File: src/rtl/memory_access_pkg.sv
// memory_access_pkg
// Shared definitions for the memory access unit: FSM state encoding,
// default geometry and the timeout counter width helper.
// No ports (package).

`ifndef MEMORY_ACCESS_CNT_W
`define MEMORY_ACCESS_CNT_W(t) ($clog2((t) + 1))
`endif

package memory_access_pkg;

   localparam int DEFAULT_ADDRESS_WIDTH  = 8;
   localparam int DEFAULT_DATA_WIDTH     = 8;
   localparam int DEFAULT_TIMEOUT_CYCLES = 15;

   typedef enum logic [1:0] {
      ST_IDLE    = 2'd0,
      ST_ISSUE   = 2'd1,
      ST_WAIT    = 2'd2,
      ST_RESPOND = 2'd3
   } mau_state_e;

   // Bits needed to hold a count from 0 up to and including timeout_cycles.
   function automatic int timeout_cnt_width(input int timeout_cycles);
      return $clog2(timeout_cycles + 1);
   endfunction

endpackage

File: src/rtl/access_timeout_counter.sv
// access_timeout_counter
// Counts enabled cycles since the last clear and flags the cycle on which
// the count would reach the terminal value.
// Ports:
//   clk, reset_n   clock, synchronous active-low reset
//   clear          restart counting from zero
//   enable         count this cycle
//   terminal       number of enabled cycles that constitutes expiry
//   expired        high during the enabled cycle that completes the terminal count

module access_timeout_counter #(
   parameter int CNT_W = 4
) (
   input  logic             clk,
   input  logic             reset_n,
   input  logic             clear,
   input  logic             enable,
   input  logic [CNT_W-1:0] terminal,
   output logic             expired
);

   logic [CNT_W-1:0] count_q, count_d;
   logic [CNT_W-1:0] last_count;

   // count_q holds the number of enabled cycles already completed, so the
   // current enabled cycle is the terminal one when count_q == terminal-1.
   assign last_count = terminal - CNT_W'(1);

   always_comb begin
      count_d = count_q;
      if (clear) begin
         count_d = '0;
      end else if (enable && (count_q != terminal)) begin
         count_d = count_q + CNT_W'(1);
      end
   end

   assign expired = enable && !clear && (count_q >= last_count);

   always_ff @(posedge clk) begin
      if (!reset_n) begin
         count_q <= '0;
      end else begin
         count_q <= count_d;
      end
   end

endmodule

File: src/rtl/memory_access_unit.sv
// memory_access_unit
// Request-side front end for data_memory: accepts one load/store at a time,
// drives the memory pins, waits for the memory ready flag (bounded by a
// timeout) and returns a response.
// Ports:
//   clk, reset_n                      clock, synchronous active-low reset
//   req_valid/req_ready               request handshake
//   req_write, req_address, req_data  request payload (1 = store)
//   resp_valid/resp_ready             response handshake
//   resp_data, resp_error             response payload
//   mem_address, mem_in               registered address / store data to memory
//   mem_out, mem_ready                load data and ready flag from memory
//   mem_read_signal, mem_write_signal one-cycle access strobes
//
// Handshakes: a transfer happens on a rising clock edge where both valid and
// ready are high. The unit raises req_ready only in IDLE and holds
// resp_valid and the response payload stable until resp_ready is seen.

module memory_access_unit
   import memory_access_pkg::*;
#(
   parameter int ADDRESS_WIDTH  = DEFAULT_ADDRESS_WIDTH,
   parameter int DATA_WIDTH     = DEFAULT_DATA_WIDTH,
   parameter int TIMEOUT_CYCLES = DEFAULT_TIMEOUT_CYCLES
) (
   input  logic                     clk,
   input  logic                     reset_n,
   input  logic                     req_valid,
   output logic                     req_ready,
   input  logic                     req_write,
   input  logic [ADDRESS_WIDTH-1:0] req_address,
   input  logic [DATA_WIDTH-1:0]    req_data,
   output logic                     resp_valid,
   input  logic                     resp_ready,
   output logic [DATA_WIDTH-1:0]    resp_data,
   output logic                     resp_error,
   output logic [ADDRESS_WIDTH-1:0] mem_address,
   output logic [DATA_WIDTH-1:0]    mem_in,
   input  logic [DATA_WIDTH-1:0]    mem_out,
   output logic                     mem_read_signal,
   output logic                     mem_write_signal,
   input  logic                     mem_ready
);

   localparam int CNT_W = `MEMORY_ACCESS_CNT_W(TIMEOUT_CYCLES);
   localparam logic [CNT_W-1:0] TERMINAL = CNT_W'(TIMEOUT_CYCLES);

   mau_state_e               state_q, state_d;
   logic                     live_q, live_d;
   logic                     write_q, write_d;
   logic [ADDRESS_WIDTH-1:0] addr_q, addr_d;
   logic [DATA_WIDTH-1:0]    wdata_q, wdata_d;
   logic [DATA_WIDTH-1:0]    resp_data_q, resp_data_d;
   logic                     resp_error_q, resp_error_d;

   logic cnt_clear;
   logic cnt_enable;
   logic cnt_expired;

   access_timeout_counter #(
      .CNT_W (CNT_W)
   ) u_timeout (
      .clk      (clk),
      .reset_n  (reset_n),
      .clear    (cnt_clear),
      .enable   (cnt_enable),
      .terminal (TERMINAL),
      .expired  (cnt_expired)
   );

   // live_q is low for the cycle(s) following a sampled reset so that every
   // output, including req_ready, reads 0 while reset is held.
   assign req_ready        = live_q && (state_q == ST_IDLE);
   assign resp_valid       = (state_q == ST_RESPOND);
   assign resp_data        = resp_data_q;
   assign resp_error       = resp_error_q;
   assign mem_address      = addr_q;
   assign mem_in           = wdata_q;
   assign mem_read_signal  = (state_q == ST_ISSUE) && !write_q;
   assign mem_write_signal = (state_q == ST_ISSUE) &&  write_q;

   always_comb begin
      state_d      = state_q;
      live_d       = 1'b1;
      write_d      = write_q;
      addr_d       = addr_q;
      wdata_d      = wdata_q;
      resp_data_d  = resp_data_q;
      resp_error_d = resp_error_q;
      cnt_clear    = 1'b0;
      cnt_enable   = 1'b0;

      case (state_q)
         ST_IDLE: begin
            if (req_valid && req_ready) begin
               write_d = req_write;
               addr_d  = req_address;
               wdata_d = req_data;
               state_d = ST_ISSUE;
            end
         end

         // mem_ready is deliberately ignored here: with an unchanged address
         // it still reflects the previous access.
         ST_ISSUE: begin
            cnt_clear = 1'b1;
            state_d   = ST_WAIT;
         end

         ST_WAIT: begin
            if (mem_ready) begin
               resp_data_d  = write_q ? '0 : mem_out;
               resp_error_d = 1'b0;
               state_d      = ST_RESPOND;
            end else begin
               cnt_enable = 1'b1;
               if (cnt_expired) begin
                  resp_data_d  = '0;
                  resp_error_d = 1'b1;
                  state_d      = ST_RESPOND;
               end
            end
         end

         ST_RESPOND: begin
            if (resp_ready) begin
               state_d = ST_IDLE;
            end
         end

         default: begin
            state_d = ST_IDLE;
         end
      endcase
   end

   always_ff @(posedge clk) begin
      if (!reset_n) begin
         state_q      <= ST_IDLE;
         live_q       <= 1'b0;
         write_q      <= 1'b0;
         addr_q       <= '0;
         wdata_q      <= '0;
         resp_data_q  <= '0;
         resp_error_q <= 1'b0;
      end else begin
         state_q      <= state_d;
         live_q       <= live_d;
         write_q      <= write_d;
         addr_q       <= addr_d;
         wdata_q      <= wdata_d;
         resp_data_q  <= resp_data_d;
         resp_error_q <= resp_error_d;
      end
   end

endmodule

File: config.mk
export PLATFORM = sky130hd
export DESIGN_NAME = memory_access_unit
export DESIGN_NICKNAME = d
export VERILOG_FILES = /design/src/rtl/memory_access_pkg.sv /design/src/rtl/access_timeout_counter.sv /design/src/rtl/memory_access_unit.sv
export SDC_FILE = /design/constraint.sdc
export NUM_CORES = 1
export LEC_CHECK = 0
export BUFFER_PORTS_ARGS = -buffer_cell sky130_fd_sc_hd__buf_2
export CORE_MARGIN = 4
export CORE_UTILIZATION = 45
export CTS_BUF_LIST = sky130_fd_sc_hd__clkbuf_8
export DETAILED_ROUTE_END_ITERATION = 10
export PLACE_DENSITY = 0.86
export REMOVE_ABC_BUFFERS = 1
export SLEW_MARGIN = 20
export SYNTH_ARGS = -nofsm -noshare
export SYNTH_HDL_FRONTEND = slang
export SYNTH_SLANG_ARGS = --single-unit
File: constraint.sdc
create_clock -name clk -period 1.66 [get_ports clk]
set_input_delay 0.166 -clock clk [delete_from_list [all_inputs] [get_ports clk]]
set_output_delay 0.166 -clock clk [all_outputs]
set_load 0.005 [all_outputs]
==> run metrics <==
Min Clock Period, post-route=1.55 ns; combinational family with the most area after synthesis=compound AO/OA/AOI/OAI gates; Setup crit end kind=register; unrepaired setup endpoints after global routing=true; post-DP HPWL=2200 um; Compound-Gate Fraction of Synth Area=0.211; proportion of layout cells with a drive suffix above 1=0.357; grt peak-use layer=met2; Post-Synthesis Cells=147; Hold Fails Final Rpt=0; leakage=0.000841 uW; clk_lat worst skew=0.28 ns; GP Congestion=0.686; Synth warnings=0; GRT Resource Usage Total=0.160; # IOs=59; Post-Route WL=2870 um; Worst Hold Class=in -> reg; DIE AREA=3970 um^2; Slew Limit Headroom=0.757; proportion of synthesized area in mux cells=0; final global-route overflow total=0; drt via density=4.95; met3 Track Usage GR=0.0791; DR iter-0 viols=75; Max Cap Viol=0; Horiz. Die Dim=63 um; synthesized flop and latch total=33; pin count of the biggest net entering global routing=18; final non-filler cell total=241; H-Tree Depth=2; core area=2830 um^2; WHS=0.0898 ns; Switching Fraction=0.310; Synth Area in Simple Gates=0.199; post-synthesis sequential area ratio=0.485; commonest non-fill, non-tap cell in the layout=buf_2; count of inserted antenna diode cells=0; DRC viols=0; initial core utilization=0.481; ANT nets after route=0; drt wl/cell=11.9 um; IO buf count=58; Synth Area in Adders=0.0551; Distinct cells, synth=30; Crit Path Class=reg -> reg; Final #Nets=245; setup bufs post-CTS=0; 1st-pass router iterations=4; placed cell areas=1680 um^2; Clock Power Share=0.285; Area Growth Syn to Fin=30.3%; fin. max-slew vios=0; CP Max Fanout=6; most frequent cells in the layout=buf_2 (58), nand2_1 (39), dfxtp_1 (33); dpl cells=233; GRT met1 Usage=0.188; peak supply drop=0.000598 V; Worst Path Arrival=1.73 ns; clock sink total=33; Hold Buf Count CTS=0; status=finished clean; fill count=265; CTS tree=built; sequential share of power=0.465; # rows=19; Critical Path Start Type=register; # setup viols final=0; Final Power=2030 uW; die height=63 um; xor-xnor portion of the synthesized cell area=0.0193; P_int=1400 uW; Logic pwr share=0.250; Clock Tree Root=clkbuf_8; global-route wire length before repair=5110 um; CTS max path bufs=2; vias in the first global route=1205; Design Area, Final=1770 um^2; Post-Syn Area=1360 um^2; Worst Path Required=1.84 ns; met2 Usage GRT=0.257; worst-margin pin slew=0.362 ns; CTS clk-pin slew, worst paths=0.07 ns; skew final=0.00347 ns; Sw Pwr=629 uW; Pwr Density=1140 nW/um^2; Max Clock Freq=644 MHz; antenna violations before repair=0; via count=1193; CTS Buf Count=5; post-route clock period utilization=0.936; Mean Syn Cell Area=9.26 um^2
==> power groups by stage <==
stage	combinational, uW	sequential (uW)	clock, uW
floorplan	304	959	0
global route	582	959	645
CTS	509	942	598
global placement	495	955	0
finish	506	943	579
detailed placement	507	959	0
==> cell type report <==
| class | count | area [um^2] | share of cell area |
|---|---|---|---|
| multi-input cells | 105 | 668 | 0.377 |
| flip-flops and latches | 33 | 661 | 0.372 |
| repair buffers | 60 | 305 | 0.172 |
| clock buffers | 5 | 68.8 | 0.0388 |
| well taps | 31 | 38.8 | 0.0219 |
| clock inverters | 3 | 17.5 | 0.00987 |
| inverters | 4 | 15.0 | 0.00846 |
==> stage by stage <==
stage	util	setup slack [ns]	setup TNS, ns
floorplan	-	0.276	0
detailed placement	0.594	0.115	0
global placement	0.594	0.148	0
CTS	0.625	0.101	0
finish	0.627	0.106	0
global route	0.627	-0.000420	-0.000420
==> critical path: stages (launching register included) <==
cell,delay (ns)
dfxtp_1,0.38
inv_1,0.09
ha_1,0.29
o31ai_2,0.36
a21oi_1,0.12
a41o_1,0.21
==> sequential cells by signal, summed over array words and instances (netlist names) <==
register and count:
resp_data 8, u_timeout.count_q 4, resp_error 1, write_q 1, state_q 2, live_q 1, mem_address 8, mem_in 8
==> Yosys cell counts <==
| cell type | n | area share |
|---|---|---|
| a211oi_1 | 1 | 0.0055 |
| a21boi_0 | 7 | 0.039 |
| a21boi_1 | 10 | 0.055 |
| a21boi_2 | 1 | 0.0083 |
| a21oi_1 | 4 | 0.015 |
| a22o_1 | 8 | 0.051 |
| a41o_1 | 1 | 0.0074 |
| and2_1 | 3 | 0.014 |
| and2b_1 | 1 | 0.0055 |
| and3_1 | 2 | 0.0092 |
| buf_2 | 2 | 0.0074 |
| buf_4 | 1 | 0.0055 |
| clkbuf_1 | 2 | 0.0055 |
| dfxtp_1 | 33 | 0.49 |
| ha_1 | 6 | 0.055 |
| inv_1 | 4 | 0.011 |
| nand2_1 | 39 | 0.11 |
| nand2_2 | 1 | 0.0046 |
| nand2b_1 | 1 | 0.0046 |
| nand3_1 | 3 | 0.011 |
| nor2_1 | 6 | 0.017 |
| nor2_2 | 1 | 0.0046 |
| nor2b_1 | 2 | 0.0092 |
| nor3_1 | 1 | 0.0037 |
| nor3b_2 | 1 | 0.0092 |
| o31ai_1 | 1 | 0.0055 |
| o31ai_2 | 1 | 0.0092 |
| o31ai_4 | 1 | 0.016 |
| xnor2_1 | 1 | 0.0064 |
| xor2_1 | 2 | 0.013 |
==> worst paths after layout <==
kind	from	endpoint	slack, ns	depth (start not counted)
worst max-delay path	state_q[1]	state_q[1]	0.11	5
worst min-delay path	mem_out[2]	resp_data[2]	0.09	2
worst max register to register	state_q[1]	state_q[1]	0.11	5
worst min register to register	mem_address[2]	mem_address[2]	0.45	2
==> timing repair <==
action / CTS / global route
endpoints found under the setup margin: 0 / 13
resized for setup: 0 / 2
hold endpoints to repair: 0 / 0
==> cells by family (layout without fill, tap and decap cells) <==
family	count (synthesis)	after routing
AOI/OAI and AO/OA	35	35
buffers and inverters	9	72
adders and majority gates	6	6
xor gates and xnor gates	3	3
and+or+nand+nor	61	61
DFF	33	33
==> routing by layer <==
layer	vias to the layer above	wire length, um
li1	618	-
met1	524	1270
met2	48	1280
met3	3	289
met4	0	26
met5	-	0
Note: power is estimated with default switching activity, not from simulation.
